**src/rtl/uart_pkg.sv**
```systemverilog
// Shared definitions for the UART command parser: FSM state codes,
// error codes and the default start-of-frame marker.
package uart_pkg;

    typedef logic [2:0] state_t;

    localparam state_t ST_IDLE = 3'd0;
    localparam state_t ST_ADDR = 3'd1;
    localparam state_t ST_DATH = 3'd2;
    localparam state_t ST_DATL = 3'd3;
    localparam state_t ST_CHK  = 3'd4;

    localparam logic [1:0] ERR_NONE    = 2'd0;
    localparam logic [1:0] ERR_CHKSUM  = 2'd1;
    localparam logic [1:0] ERR_TIMEOUT = 2'd2;
    localparam logic [1:0] ERR_OVERRUN = 2'd3;

    localparam logic [7:0] SOF_DEFAULT = 8'h55;

    function automatic logic [7:0] frame_chk(input logic [7:0] addr,
                                             input logic [7:0] data_h,
                                             input logic [7:0] data_l);
        return addr ^ data_h ^ data_l;
    endfunction

endpackage

```
**src/rtl/uart_timeout_cnt.sv**
```systemverilog
// Inter-byte timeout counter: counts idle cycles while a frame is open and
// pulses expire_o on the cycle the count reaches TIMEOUT_CYCLES-1.
module uart_timeout_cnt #(
    parameter int TIMEOUT_CYCLES = 100000
) (
    input  logic clk_i,
    input  logic resetn_i,
    input  logic run_i,
    input  logic clear_i,
    output logic expire_o
);

    localparam int                CNT_W   = $clog2(TIMEOUT_CYCLES);
    localparam logic [CNT_W-1:0]  CNT_MAX = CNT_W'(TIMEOUT_CYCLES - 1);

    logic [CNT_W-1:0] r_cnt;

    // A clear in the expiry cycle suppresses the pulse: the arriving byte wins.
    assign expire_o = run_i && !clear_i && (r_cnt == CNT_MAX);

    always_ff @(posedge clk_i or negedge resetn_i) begin
        if (!resetn_i) begin
            r_cnt <= '0;
        end else if (clear_i || !run_i || expire_o) begin
            r_cnt <= '0;
        end else begin
            r_cnt <= r_cnt + 1'b1;
        end
    end

endmodule

```
**src/rtl/uart_cmd_parser.sv**
```systemverilog
// Assembles SOF/ADDR/DATA_H/DATA_L[/CHK] frames from the UART byte stream and
// offers each good frame as a held command; reports checksum/timeout/overrun.
module uart_cmd_parser
    import uart_pkg::*;
#(
    parameter logic [7:0] SOF_BYTE       = SOF_DEFAULT,
    parameter bit         CHK_ON         = 1'b1,
    parameter int         TIMEOUT_CYCLES = 100000
) (
    input  logic        clk_i,
    input  logic        resetn_i,
    input  logic        datain_valid_i,
    input  logic [7:0]  datain_i,
    output logic        cmd_valid_o,
    input  logic        cmd_ready_i,
    output logic [7:0]  cmd_addr_o,
    output logic [15:0] cmd_data_o,
    output logic        err_o,
    output logic [1:0]  err_code_o
);

    state_t      r_state;
    state_t      w_state_next;
    logic [7:0]  r_addr;
    logic [7:0]  r_data_h;
    logic [7:0]  r_data_l;
    logic        r_cmd_valid;
    logic [7:0]  r_cmd_addr;
    logic [15:0] r_cmd_data;
    logic        r_err;
    logic [1:0]  r_err_code;

    logic        w_expire;
    logic        w_frame_done;
    logic        w_chk_err;
    logic [15:0] w_frame_data;
    logic        w_slot_free;
    logic        w_overrun;
    logic        w_cmd_load;
    logic        w_err_det;
    logic [1:0]  w_err_code;

    uart_timeout_cnt #(
        .TIMEOUT_CYCLES(TIMEOUT_CYCLES)
    ) u_timeout (
        .clk_i    (clk_i),
        .resetn_i (resetn_i),
        .run_i    (r_state != ST_IDLE),
        .clear_i  (datain_valid_i),
        .expire_o (w_expire)
    );

    always_ff @(posedge clk_i or negedge resetn_i) begin
        if (!resetn_i) begin
            r_state <= ST_IDLE;
        end else begin
            r_state <= w_state_next;
        end
    end

    always_comb begin
        w_state_next = r_state;
        case (r_state)
            ST_IDLE: if (datain_valid_i && datain_i == SOF_BYTE) w_state_next = ST_ADDR;
            ST_ADDR: if (datain_valid_i) w_state_next = ST_DATH;
                     else if (w_expire)  w_state_next = ST_IDLE;
            ST_DATH: if (datain_valid_i) w_state_next = ST_DATL;
                     else if (w_expire)  w_state_next = ST_IDLE;
            ST_DATL: if (datain_valid_i) w_state_next = CHK_ON ? ST_CHK : ST_IDLE;
                     else if (w_expire)  w_state_next = ST_IDLE;
            ST_CHK:  if (datain_valid_i || w_expire) w_state_next = ST_IDLE;
            default: w_state_next = ST_IDLE;
        endcase
    end

    // Without a checksum byte the frame completes on DATA_L, taken straight off the bus.
    always_comb begin
        w_frame_done = 1'b0;
        w_chk_err    = 1'b0;
        w_frame_data = {r_data_h, r_data_l};
        case (r_state)
            ST_DATL: begin
                if (datain_valid_i && !CHK_ON) begin
                    w_frame_done = 1'b1;
                    w_frame_data = {r_data_h, datain_i};
                end
            end
            ST_CHK: begin
                if (datain_valid_i) begin
                    if (datain_i == frame_chk(r_addr, r_data_h, r_data_l)) begin
                        w_frame_done = 1'b1;
                    end else begin
                        w_chk_err = 1'b1;
                    end
                end
            end
            default: ;
        endcase
    end

    assign w_slot_free = !r_cmd_valid || cmd_ready_i;
    assign w_cmd_load  = w_frame_done && w_slot_free;
    assign w_overrun   = w_frame_done && !w_slot_free;
    assign w_err_det   = w_chk_err || w_expire || w_overrun;
    assign w_err_code  = w_chk_err ? ERR_CHKSUM  :
                         w_expire  ? ERR_TIMEOUT :
                         w_overrun ? ERR_OVERRUN : ERR_NONE;

    always_ff @(posedge clk_i or negedge resetn_i) begin
        if (!resetn_i) begin
            r_addr   <= '0;
            r_data_h <= '0;
            r_data_l <= '0;
        end else if (datain_valid_i) begin
            if (r_state == ST_ADDR) r_addr   <= datain_i;
            if (r_state == ST_DATH) r_data_h <= datain_i;
            if (r_state == ST_DATL) r_data_l <= datain_i;
        end
    end

    always_ff @(posedge clk_i or negedge resetn_i) begin
        if (!resetn_i) begin
            r_cmd_valid <= 1'b0;
            r_cmd_addr  <= '0;
            r_cmd_data  <= '0;
        end else if (w_cmd_load) begin
            r_cmd_valid <= 1'b1;
            r_cmd_addr  <= r_addr;
            r_cmd_data  <= w_frame_data;
        end else if (cmd_ready_i) begin
            r_cmd_valid <= 1'b0;
        end
    end

    always_ff @(posedge clk_i or negedge resetn_i) begin
        if (!resetn_i) begin
            r_err      <= 1'b0;
            r_err_code <= ERR_NONE;
        end else begin
            r_err <= w_err_det;
            if (w_err_det) r_err_code <= w_err_code;
        end
    end

    assign cmd_valid_o = r_cmd_valid;
    assign cmd_addr_o  = r_cmd_addr;
    assign cmd_data_o  = r_cmd_data;
    assign err_o       = r_err;
    assign err_code_o  = r_err_code;

endmodule

```
**config.mk**
```make
export PLATFORM = sky130hd
export DESIGN_NAME = uart_cmd_parser
export DESIGN_NICKNAME = d
export VERILOG_FILES = /design/src/rtl/uart_pkg.sv /design/src/rtl/uart_timeout_cnt.sv /design/src/rtl/uart_cmd_parser.sv
export SDC_FILE = /design/constraint.sdc
export NUM_CORES = 1
export LEC_CHECK = 0
export CORE_ASPECT_RATIO = 0.5
export CORE_MARGIN = 4
export CORE_UTILIZATION = 30
export DETAILED_ROUTE_END_ITERATION = 6
export PLACE_DENSITY = 0.5
export SLEW_MARGIN = 25
export SYNTH_ARGS = -nofsm -noshare
export SYNTH_HDL_FRONTEND = slang
export SYNTH_SLANG_ARGS = --single-unit
```
**constraint.sdc**
```tcl
create_clock -name clk_i -period 1.7 [get_ports clk_i]
set_input_delay 0.17 -clock clk_i [delete_from_list [all_inputs] [get_ports clk_i]]
set_output_delay 0.17 -clock clk_i [all_outputs]
set_load 0.01 [all_outputs]
```
**Word level (Yosys, flattened, before mapping)**

Cells that the tools add are included.

- Bits in registers: 72
- Bits in latches: 0
- RAM bits: 0
- Bits in read-only memories: 0
- Input port bits: 12
- Output and inout bits: 28
- Word-level logic and storage cells: 63
- Memories: 0

- Add/subtract/negate cells: 1
- Multiply operators: 0
- Div/mod/pow operators: 0
- $lt $le $gt $ge: 0
- Equal/unequal tests: 9
- Shift-type cells: 0
- Mux-type cells: 19
- Bitwise logic cells: 2
- Reduce and logical (&&, ||, !) cells: 22

Operators with widths:

| kind | count |
|---|---|
| $mux W3 | 6 |
| $add A17 B1 Y17 const B | 1 |
| $eq A17 B17 Y1 const B | 1 |
| $mux W17 | 1 |
| $xor A8 B8 Y8 | 2 |
| $pmux W3 S5 | 1 |
| $eq A8 B7 Y1 const B | 1 |
| $eq A8 B8 Y1 | 1 |
| $mux W1 | 8 |
| $reduce_and A2 Y1 | 4 |
| $eq A3 B2 Y1 const B | 2 |
| $logic_or A1 B1 Y1 | 6 |
| $mux W2 | 3 |
| $logic_and A1 B1 Y1 | 5 |
| $logic_not A1 Y1 | 4 |
| $ne A2 B2 Y1 const B | 2 |
| $eq A3 B1 Y1 const B | 1 |
| $eq A3 B3 Y1 const B | 1 |
| $logic_not A3 Y1 | 1 |
| $reduce_bool A3 Y1 | 1 |
| $reduce_bool A2 Y1 | 1 |

**Logic depth before layout (Yosys ltp)**

Gate-level depths: netlist of the first run.

- Depth after elaboration: 10
- Depth in mapped cells: 9
- Mapped depth without buffers: 6

**Modules after synthesis**

Synthesis of the first run repeated with hierarchy kept, for this count alone.

- Cells, all modules: 256
- Area total of the unflattened synthesis: 3375.7 µm²

Modules (own cells, without submodules):

| module | times used | cells each | area an instance (µm²) | sequential area each (µm²) |
|---|---|---|---|---|
| uart_cmd_parser | 1 | 168 | 2479.9 | 1376.3 |
| uart_timeout_cnt | 1 | 88 | 895.9 | 425.4 |

**Worst setup path before layout of the first run**

No wires, ideal clock.

- Kind: register to register
- Start: reg r_data_h[5]
- End: reg r_cmd_addr[0], in the netlist cmd_addr_o[0]
- Library setup time: 0.125 ns
- Data arrival time: 1.701 ns
- Required time: 1.575 ns
- Setup slack: -0.126 ns
- Stages on the path, launching flop included: 7
- Buffers on the path: 1
- Period minus slack after synthesis: 1.826 ns
- Path through: dfrtp_1 -> xnor2_1 -> xnor2_1 -> nand4_1 -> nor3_4 -> buf_6 -> mux2_2

- Cells in the longest elaborated chain, start to end: 7

Ends and longest elaborated chain:

| what | line | text |
|---|---|---|
| start, declared | uart_cmd_parser.sv:25 | `logic [7:0] r_data_h;` |
| start signal, assigned | uart_cmd_parser.sv:116 | `if (r_state == ST_DATH) r_data_h <= datain_i;` |
| $xor A8 B8 Y8 (2 in a row) | uart_pkg.sv:23 | `return addr ^ data_h ^ data_l;` |
| $eq A8 B8 Y1 | uart_cmd_parser.sv:90 | `if (datain_i == frame_chk(r_addr, r_data_h, r_data_l)) begin` |
| $mux W1 | uart_cmd_parser.sv:90 |  |
| $mux W1 | uart_cmd_parser.sv:89 | `if (datain_valid_i) begin` |
| $mux W1 | uart_cmd_parser.sv:81 | `case (r_state)` |
| $logic_and A1 B1 Y1 | uart_cmd_parser.sv:102 | `assign w_cmd_load = w_frame_done && w_slot_free;` |
| end signal, assigned | uart_cmd_parser.sv:128 | `r_cmd_addr <= r_addr;` |
| end, declared | uart_cmd_parser.sv:28 | `logic [7:0] r_cmd_addr;` |

Every way passes these cells.
A chain may end at the register's enable or synchronous reset.

**Final worst setup path of the first run**

- Start: reg r_data_l[0]
- End: reg r_cmd_data[0], in the netlist cmd_data_o[0]

- Cells in the longest elaborated chain, start to end: 6

Ends and longest elaborated chain:

| what | line | text |
|---|---|---|
| start, declared | uart_cmd_parser.sv:26 | `logic [7:0] r_data_l;` |
| start signal, assigned | uart_cmd_parser.sv:117 | `if (r_state == ST_DATL) r_data_l <= datain_i;` |
| $xor A8 B8 Y8 | uart_pkg.sv:23 |  |
| $eq A8 B8 Y1 | uart_cmd_parser.sv:90 |  |
| $mux W1 | uart_cmd_parser.sv:90 |  |
| $mux W1 | uart_cmd_parser.sv:89 |  |
| $mux W1 | uart_cmd_parser.sv:81 |  |
| $logic_and A1 B1 Y1 | uart_cmd_parser.sv:102 |  |
| end signal, assigned | uart_cmd_parser.sv:129 | `r_cmd_data <= w_frame_data;` |
| end, declared | uart_cmd_parser.sv:29 | `logic [15:0] r_cmd_data;` |

Parallel ways exist; a longest one is shown, timed or not.

==> flow_summary.toml, run 1 <==
[grt]
grt_pass1_wl_um = 13000
grt.overflow.total = 0
antenna_found_initial = 0
grt_pass1_vias = 2551
grt_max_degree = 73
track_usage_pct = 13.3

[min_path]
hold_path_depth = 2
hp-class = "input pin to flip-flop"
hold_end = "r_data_l[1]$_DFFE_PN0P_"
worstHoldStart = "datain_i[1]"

[clock_tree]
clk_pin_slew_ps = 60
clk_root_buffer_cell = "clkbuf_16"
clock_path_buffers = 2
cts_tree = "built"
worstSkewPairLatency_ps = 330
cts_made_buffers = 9
htreeDepth = 3
cts.sinks = 72

[setup_path]
start_kind = "flip-flop"
slowest_delay_ps = 410
cp_slowest_cell = "dfrtp_1"
cp-end-kind = "flip-flop"
worstSetupPathType = "flip-flop to flip-flop"
r2r_start = "r_data_l[0]$_DFFE_PN0P_"
path_cells = "xnor2_2 -> xnor2_2 -> nand4_1 -> nor3_4 -> buf_6 -> buf_8 -> mux2_4"
rr_worst_depth = 7
path_common_cell = "xnor2_2"
cp.arrival_ps = 2190
r2r_slack_ps = -280
crit_fanout = 7
r2r-end = "cmd_data_o[0]$_DFFE_PN0P_"
required_ps = 1910

[die]
die_area_um2 = 12500
die_w_um = 154
io_pins = 40
core_um2 = 10300
fp-row-count = 26
dieHeight_um = 81.1
start_util_pct = 31.1

[pwr]
power_frac_seq_pct = 34.6
pwr-share-clk_pct = 29.6
ir_worst_vdd_mv = 0.559
leakage_nw = 2.23
power.density_nw_per_um2 = 1400
design_power_total_mw = 6.84
p_int_mw = 4.88
comb_power_share_pct = 35.8
switchingPower_mw = 1.96
swShare_pct = 28.7

[route]
via_per_inst = 4.43
first_iter_violations = 87
drt_wl_total_um = 7530
num_vias = 2269
wl_per_cell_um = 14.7
first_pass_iters = 4
ant_nets = 0
drc = 0

[yosys]
synthesis.nets = 269
yosysTopAreaCell = "dfrtp_1"
ys_top_cells_by_count = "dfrtp_1 (72), mux2_2 (47), nor2_1 (25), xnor2_1 (24), xor2_1 (16)"
ys.flop_type = "dfrtp_1"
synth_top_area_share_pct = 56.2
syn_area_um2 = 3210
synth_area_leaders = "dfrtp_1 (56%), mux2_2 (16%), xnor2_1 (6.6%)"
synthArstFlopShare_pct = 100
yosysUniqueCellTypes = 33
synth-seq-area-share_pct = 56.2
synth_edf_count = 0
synth.most_common_cell = "dfrtp_1"
yosys_register_bits = 72
syn_inst = 256
yosys_warnings = 0
avgSynthCellArea_um2 = 12.5

[timing]
fin_crit_sh_pct = 117
max_freq_mhz = 504
worst-slew-pin-transition_ps = 392
finalCriticalPeriod_ps = 1980
final-setup-viol-count = 26
rsz0062_at_grt = "true"
hold_viol = 0
timing.hold.ws_ps = 174
relSlewSlack_pct = 73.9
finalSetupTns_ps = -6490
fin_skew_ps = 5.83
setup_slack_ps = -284
slew_viol_final = 0

[place]
place_inst = 489
portBuffers = 39
dp_hpwl_um = 5090
gp_congestion = 0.743

[final_layout]
multi_input_area_um2 = 1600
fin_cells = 512
drive_above_1_share_pct = 43.5
fin_util_pct = 47.5
num-nets-final = 380
antenna_cells = 0
register_area_um2 = 1800
fillers = 916
area_growth_pct = 52.7

[flow_run]
max_cap_viol_count = 0

[run_status]
violations = "negative setup slack"
outcome = "finished with violations"
[state kept, by name (all words and copies together), names as in the netlist]
register	flops
cmd_addr_o	8
err_code_o	2
cmd_valid_o	1
r_state	3
r_data_l	8
r_addr	8
u_timeout.r_cnt	17
r_data_h	8
err_o	1
cmd_data_o	16
[through the flow]
stage                     cell area [um2]  worst slack, ps
after floorplan                      3230             -106
after global placement               4230             -534
after detailed placement             4230             -604
after CTS                            4750             -263
after global routing                 4900             -349
final                                4900             -284
[what timing repair did]
action                     CTS  global route
resized for setup           41            27
setup endpoints to repair   29            53
hold buffers                 1             0
pin swaps                   10             8
buffers inserted             3             5
hold endpoints to repair    72             0
cloned                       2             0
[layout make-up]
type	count	share of cell area, %
clock inverters	5	1.64
inverters	1	0.0766
well taps	140	3.58
clock buffers	11	4.96
repair buffers	111	20.2
flip-flops and latches	72	36.8
multi-input cells	172	32.7
[power groups by stage]
stage          clock [mW]  sequential, mW  combinational [mW]
4_1_cts              2.09            2.34                2.34
3_3_place_gp            0            2.33                2.15
2_1_floorplan           0            2.33                1.18
6_report             2.02            2.37                2.45
5_1_grt              2.16            2.42                2.66
3_5_place_dp            0            2.35                2.20
[layer usage]
metal	share of wire, %	up-vias	GRT usage (%)
li1	-	1097	-
met1	46	1140	16.3
met2	50	26	23.0
met3	2.8	6	3.99
met4	1.1	0	3.70
met5	0	-	0
[cells in the final DEF (no fill, tap or decap), types with 2 or more instances in the layout]
cell	count
clkdlybuf4s50_1	35
mux2_4	24
bufinv_16	2
nor4bb_4	2
xor2_1	16
buf_4	63
buf_8	4
clkinvlp_4	2
buf_6	2
xnor2_1	14
nor3_1	4
mux2_2	24
nand3_1	9
dfrtp_1	72
xnor2_2	10
nand2_1	12
nand4_1	6
nor2_1	24
clkbuf_16	9
o21ai_2	2
and3_1	3
nand2b_1	3
dlygate4sd2_1	2
buf_12	2
[critical path, delay by kind of cell (launching register included)]
kind          cells  cell delay (ps)
simple gates      2              450
flops             1              410
buf+inv           2              310
xor+xnor          2              390
mux               1              300
[worst max-delay path by stage]
stage	from	to	slack (ps)	cells past startpoint
after floorplan	r_addr[3]$_DFFE_PN0P_	cmd_addr_o[0]$_DFFE_PN0P_	-110	6
after global placement	datain_i[2]	r_state[0]$_DFFE_PN0P_	-530	7
after detailed placement	datain_i[2]	cmd_data_o[0]$_DFFE_PN0P_	-600	7
after CTS	r_addr[0]$_DFFE_PN0P_	cmd_data_o[0]$_DFFE_PN0P_	-260	7
after global routing	r_data_h[0]$_DFFE_PN0P_	cmd_data_o[0]$_DFFE_PN0P_	-350	7
final	r_data_l[0]$_DFFE_PN0P_	cmd_data_o[0]$_DFFE_PN0P_	-280	7
[cell families (layout without fill, tap and decap cells)]
logic type / Yosys count / count (layout) / synth area share [%]
AOI/OAI and AO/OA: 8 / 8 / 1.64
xor gates and xnor gates: 40 / 40 / 10.9
adders and majority gates: 1 / 1 / 0.390
buffers and inverters: 12 / 128 / 2.07
DFF: 72 / 72 / 56.2
muxes: 48 / 48 / 16.8
and+or+nand+nor: 75 / 75 / 12.0
Power figures use the tool's default switching activity.
==> run 2: changes to the inputs <==
PLACE_DENSITY = 0.6   (was 0.5)
SYNTH_HIERARCHICAL = 1   (was default)
==> run 2 against run 1 <==
The run still ends with negative setup slack left. Die area grew 4.8%. Register-to-register slack gained 100 ps. Cell count shrank 0.98%. Sequential cell count is the same. Critical path depth is the same. Combinational power shrank 8.6%. Sequential share of layout area grew 1.1 points. Maximum frequency grew 5.3%. Power shrank 3.6%. Core utilization shrank 4.1 points. Clock skew is essentially flat. Largest cell class unchanged. Highest routed layer unchanged.
==> flow_summary.toml, run 2 <==
[run_status]
outcome = "finished with violations"
violations = "negative setup slack"

[yosys]
synth-seq-area-share_pct = 53.4
synth_area_leaders = "dfrtp_1 (53%), mux2_2 (9.3%), mux2_4 (8.9%)"
syn_inst = 256
synth.most_common_cell = "dfrtp_1"
yosys_warnings = 6
syn_area_um2 = 3380
ys.flop_type = "dfrtp_1"
avgSynthCellArea_um2 = 13.2
synth_top_area_share_pct = 53.4
synthArstFlopShare_pct = 100
yosysUniqueCellTypes = 35
synth_edf_count = 0
synthesis.nets = 269
yosysTopAreaCell = "dfrtp_1"
yosys_register_bits = 72
ys_top_cells_by_count = "dfrtp_1 (72), xnor2_1 (30), mux2_2 (28), nor2_1 (27), mux2_4 (20)"

[pwr]
leakage_nw = 2.16
comb_power_share_pct = 34.0
pwr-share-clk_pct = 30.7
switchingPower_mw = 1.87
power_frac_seq_pct = 35.3
power.density_nw_per_um2 = 1380
swShare_pct = 28.4
p_int_mw = 4.72
ir_worst_vdd_mv = 0.555

[grt]
grt.overflow.total = 0
antenna_found_initial = 0
grt_max_degree = 56
grt_pass1_vias = 2472
grt_pass1_wl_um = 12400
track_usage_pct = 12.0

[clock_tree]
clk_root_buffer_cell = "clkbuf_16"
cts.sinks = 72
cts_tree = "built"
clk_pin_slew_ps = 60
cts_made_buffers = 9
clock_path_buffers = 2
worstSkewPairLatency_ps = 330
htreeDepth = 3

[timing]
max_freq_mhz = 531
relSlewSlack_pct = 70.7
setup_slack_ps = -184
slew_viol_final = 0
fin_crit_sh_pct = 111
worst-slew-pin-transition_ps = 440
fin_skew_ps = 5.86
final-setup-viol-count = 24
finalCriticalPeriod_ps = 1880
rsz0062_at_grt = "true"
hold_viol = 0

[final_layout]
design_area_um2 = 4760
top_register = "u_timeout/r_cnt"
fillers = 988
final_cell_mix = "dfrtp_1 (71), buf_4 (55), clkdlybuf4s50_1 (37), xnor2_1 (29), mux2_2 (28)"
antenna_cells = 0
num-nets-final = 370
drive_above_1_share_pct = 39.0
mostFrequentLayoutCell = "dfrtp_1"
area_growth_pct = 41.1
fin_cells = 507
largest_register_ffs = 17
fin_util_pct = 43.4

[route]
ant_nets = 0
wl_per_cell_um = 14.6
num_vias = 2267
via_per_inst = 4.47
drc = 0
first_pass_iters = 5
drt_wl_total_um = 7420
first_iter_violations = 67

[die]
die_area_um2 = 13100
start_util_pct = 30.7
die_w_um = 158
fp-row-count = 27
core_um2 = 11000
dieHeight_um = 83.0
io_pins = 40

[min_path]
hold_end = "r_data_l[3]$_DFFE_PN0P_"
worstHoldStart = "datain_i[3]"
hold_path_depth = 2
hp-class = "input pin to flip-flop"

[place]
gp_congestion = 0.759
place_inst = 489
place_ws_ps = -515
dpl-instance-area_um2 = 4370
dp_hpwl_um = 5390
portBuffers = 39

[setup_path]
worstSetupPathType = "flip-flop to flip-flop"
rr_worst_depth = 7
r2r-end = "cmd_addr_o[1]$_DFFE_PN0P_"
cp.arrival_ps = 2090
required_ps = 1910
r2r_start = "r_data_h[7]$_DFFE_PN0P_"
crit_fanout = 12
cp-end-kind = "flip-flop"
r2r_slack_ps = -180
start_kind = "flip-flop"

[flow_run]
max_cap_viol_count = 0
[run 2: cell count changes after synthesis, moves of 4 or more]
cell | previous run | this run
xor2_1 | 16 | 9
nor4_2 | 0 | 4
xnor2_1 | 24 | 30
mux2_2 | 47 | 28
nand4_1 | 6 | 2
mux2_4 | 0 | 20
nand2_1 | 12 | 6
[run 2: how the worst max path moves through the flow]
stage,start,end,slack [ps],cells after the start
floorplan,r_data_h[4]$_DFFE_PN0P_,cmd_addr_o[6]$_DFFE_PN0P_,-230,6
global placement,datain_i[3],cmd_addr_o[2]$_DFFE_PN0P_,-490,8
detailed placement,datain_i[3],cmd_data_o[15]$_DFFE_PN0P_,-520,8
CTS,r_data_h[3]$_DFFE_PN0P_,cmd_data_o[15]$_DFFE_PN0P_,-190,7
global route,r_data_h[3]$_DFFE_PN0P_,cmd_addr_o[1]$_DFFE_PN0P_,-250,7
finish,r_data_h[7]$_DFFE_PN0P_,cmd_addr_o[1]$_DFFE_PN0P_,-180,7
[run 2: layer usage]
layer  share of wire, %  GRT usage [%]
met5                  0              0
met4                1.3           3.41
met3                2.7           4.16
met2                 51           20.4
met1                 45           14.4
[run 2: cells by family after synthesis]
group	count (synthesis)	share of synthesized area [%]
buffers and inverters	13	2.22
DFF	72	53.4
muxes	49	18.5
AOI/OAI and AO/OA	6	1.15
and+or+nand+nor	76	14.2
xor gates and xnor gates	39	10.1
adders and majority gates	1	0.371
[run 2: layout make-up]
type | instances | area, um2 | share of cell area [%]
sequential | 72 | 1800 | 37.9
multi-input combinational | 171 | 1550 | 32.5
timing repair buffer | 99 | 891 | 18.7
clock buffer | 11 | 243 | 5.10
tap | 145 | 181 | 3.81
clock inverter | 5 | 80.1 | 1.68
inverter | 4 | 15.0 | 0.315
[run 2: what timing repair did]
item,CTS,global route
setup buffers,0,1
pin swaps,0,4
endpoints found under the hold margin,17,0
gates resized for setup,2,8
setup endpoints to repair,32,30
hold buffers,1,0
[run 2: power groups by stage]
stage | combinational (mW) | clock, mW | sequential (mW)
after global placement | 2.17 | 0 | 2.32
after detailed placement | 2.23 | 0 | 2.34
after floorplan | 1.20 | 0 | 2.33
final | 2.24 | 2.02 | 2.33
after global routing | 2.46 | 2.15 | 2.37
after CTS | 2.26 | 2.06 | 2.32
[run 2: worst max-delay path, cell delays in order, from the launching register on]
cell     delay, ps
dfrtp_1        390
xor2_1         170
xnor2_1        150
nor4_2         250
buf_4          170
nand4_4        140
buf_12         190
mux2_4         300
[run 2: per-stage QoR]
| stage | setup TNS (ps) | total power [mW] | hold WS [ps] |
|---|---|---|---|
| 5_1_grt | -5800 | 6.99 | 266 |
| 4_1_cts | -4270 | 6.64 | 353 |
| 3_5_place_dp | -15870 | 4.56 | 140 |
| 2_1_floorplan | -4620 | 3.53 | -126 |
| 3_3_place_gp | -15170 | 4.49 | 135 |
| 6_report | -4110 | 6.59 | 235 |
==> run 3: changes to the inputs <==
CAP_MARGIN = 40   (was default)
CORE_UTILIZATION = 35   (was 30)
GPL_TIMING_DRIVEN = 0   (was default)
PLACE_DENSITY = 0.66   (was 0.6)
==> run 3 against run 2 <==
The run still ends with negative setup slack left. Clock power decreased by 12%. Non-clock buffer count is 32 lower. Via count shrank 2.9%. Sequential power up 3%. First-iteration DRC count is 34% higher. Core utilization is 4.6 points higher. Critical path depth shrank 1.
==> flow_summary.toml, run 3 (same netlist as run 2, synthesis figures left out) <==
[run_status]
violations = "negative setup slack"
outcome = "finished with violations"

[route]
drt_wl_total_um = 6980
first_iter_violations = 90
ant_nets = 0
drc = 0
first_pass_iters = 4
num_vias = 2201
wl_per_cell_um = 15.1
via_per_inst = 4.75

[timing]
finalSetupTns_ps = -6670
worst-slew-pin-transition_ps = 546
final-setup-viol-count = 25
fin_crit_sh_pct = 117
finalCriticalPeriod_ps = 2000
relSlewSlack_pct = 63.4
fin_skew_ps = 5.68
rsz0062_at_grt = "true"
hold_viol = 0
setup_slack_ps = -297
max_freq_mhz = 501
slew_viol_final = 0

[final_layout]
num-nets-final = 338
final_cell_mix = "dfrtp_1 (72), clkdlybuf4s50_1 (35), mux2_2 (28), nor2_1 (26), xnor2_1 (26)"
mostFrequentLayoutCell = "dfrtp_1"
drive_above_1_share_pct = 33.8
largest_register_ffs = 17
area_growth_pct = 33.7
design_area_um2 = 4510
top_register = "u_timeout/r_cnt"
fin_util_pct = 47.9
antenna_cells = 0

[setup_path]
cp.arrival_ps = 2210
r2r_start = "r_data_h[5]$_DFFE_PN0P_"
start_kind = "flip-flop"
cp-end-kind = "flip-flop"
crit_start = "r_data_h[5]$_DFFE_PN0P_"
worstSetupPathType = "flip-flop to flip-flop"
crit_fanout = 10
required_ps = 1910

[clock_tree]
clk_root_buffer_cell = "clkbuf_16"
clk_pin_slew_ps = 60
worstSkewPairLatency_ps = 330
clock_path_buffers = 2
htreeDepth = 3
cts_tree = "built"
cts.sinks = 72
cts_made_buffers = 9

[die]
fp-row-count = 25
dieHeight_um = 77.4
die_area_um2 = 11400
io_pins = 40
die_w_um = 147
start_util_pct = 35.9
core_um2 = 9420

[min_path]
hp-class = "input pin to flip-flop"
worstHoldStart = "datain_i[1]"

[grt]
grt_pass1_wl_um = 11500
grt_max_degree = 50
grt_pass1_vias = 2239
track_usage_pct = 12.9
grt.overflow.total = 0
antenna_found_initial = 0

[place]
portBuffers = 39
dp_hpwl_um = 4800
place_ws_ps = -917
dpl-instance-area_um2 = 3960
gp_congestion = 0.816

[flow_run]
max_cap_viol_count = 0

[pwr]
design_power_total_mw = 6.22
leakage_nw = 2.02
power.density_nw_per_um2 = 1380
ir_worst_vdd_mv = 0.622
run 3: cell count changes in the layout (fill, tap and decap cells not counted), moves of 3 or more:
cell	previous run	this run
buf_12	4	0
buf_4	55	22
xnor2_1	29	26
xnor2_2	1	4
run 3: area by class of cell:
cell class	instances	area [um2]
plain buffers	6	61.3
clock buffers	10	229
clock inverters	4	47.5
fillers	808	4900
inverters	4	15.0
multi-input cells	171	1600
flip-flops and latches	72	1800
well taps	135	169
repair buffers	61	587
run 3: timing repair:
| action | CTS | global route |
|---|---|---|
| gates cloned | 0 | 0 |
| gates resized for setup | 11 | 19 |
| buffers inserted | 10 | 11 |
| pin swaps | 4 | 12 |
| hold buffers | 1 | 0 |
| endpoints found under the setup margin | 59 | 65 |
| hold endpoints to repair | 23 | 0 |
run 3: worst paths after layout:
check / to / slack [ps] / cells past startpoint
setup / recovery: cmd_addr_o[7]$_DFFE_PN0P_ / -300 / 6
hold / removal: r_addr[1]$_DFFE_PN0P_ / 270 / 2
setup reg to reg: cmd_addr_o[7]$_DFFE_PN0P_ / -300 / 6
hold reg to reg: cmd_addr_o[4]$_DFFE_PN0P_ / 510 / 1
max in group asynchronous: cmd_data_o[7]$_DFFE_PN0P_ / 850 / 3
min in group asynchronous: u_timeout/r_cnt[9]$_DFF_PN0_ / 290 / 2
run 3: routing by layer:
layer  track usage (%)  vias up  share of wire, %
li1                  -     1029                 -
met1              15.3     1131                43
met2              21.9       31                51
met3              5.19       10               4.3
met4              3.72        0               1.5
met5                 0        -                 0
run 3: worst max-delay path: stages (launching register included):
cell and delay [ps]:
dfrtp_1 400, xor2_1 180, xnor2_1 170, nor4_4 390, nand4_4 220, buf_8 220
mux2_4 300
run 3: metrics by stage:
stage                     hold WS [ps]  cells
after floorplan                   -126    256
after global placement             483    430
after detailed placement           103    431
after CTS                          299    455
after global routing               275    463
final                              274    463
run 3: where the power goes:
group	switching [mW]	internal, mW	leakage [nW]
Clock	0.665	1.11	0.134
Sequential	0.351	2.06	0.957
Combinational	0.891	1.14	0.931
Total	1.91	4.31	2.02
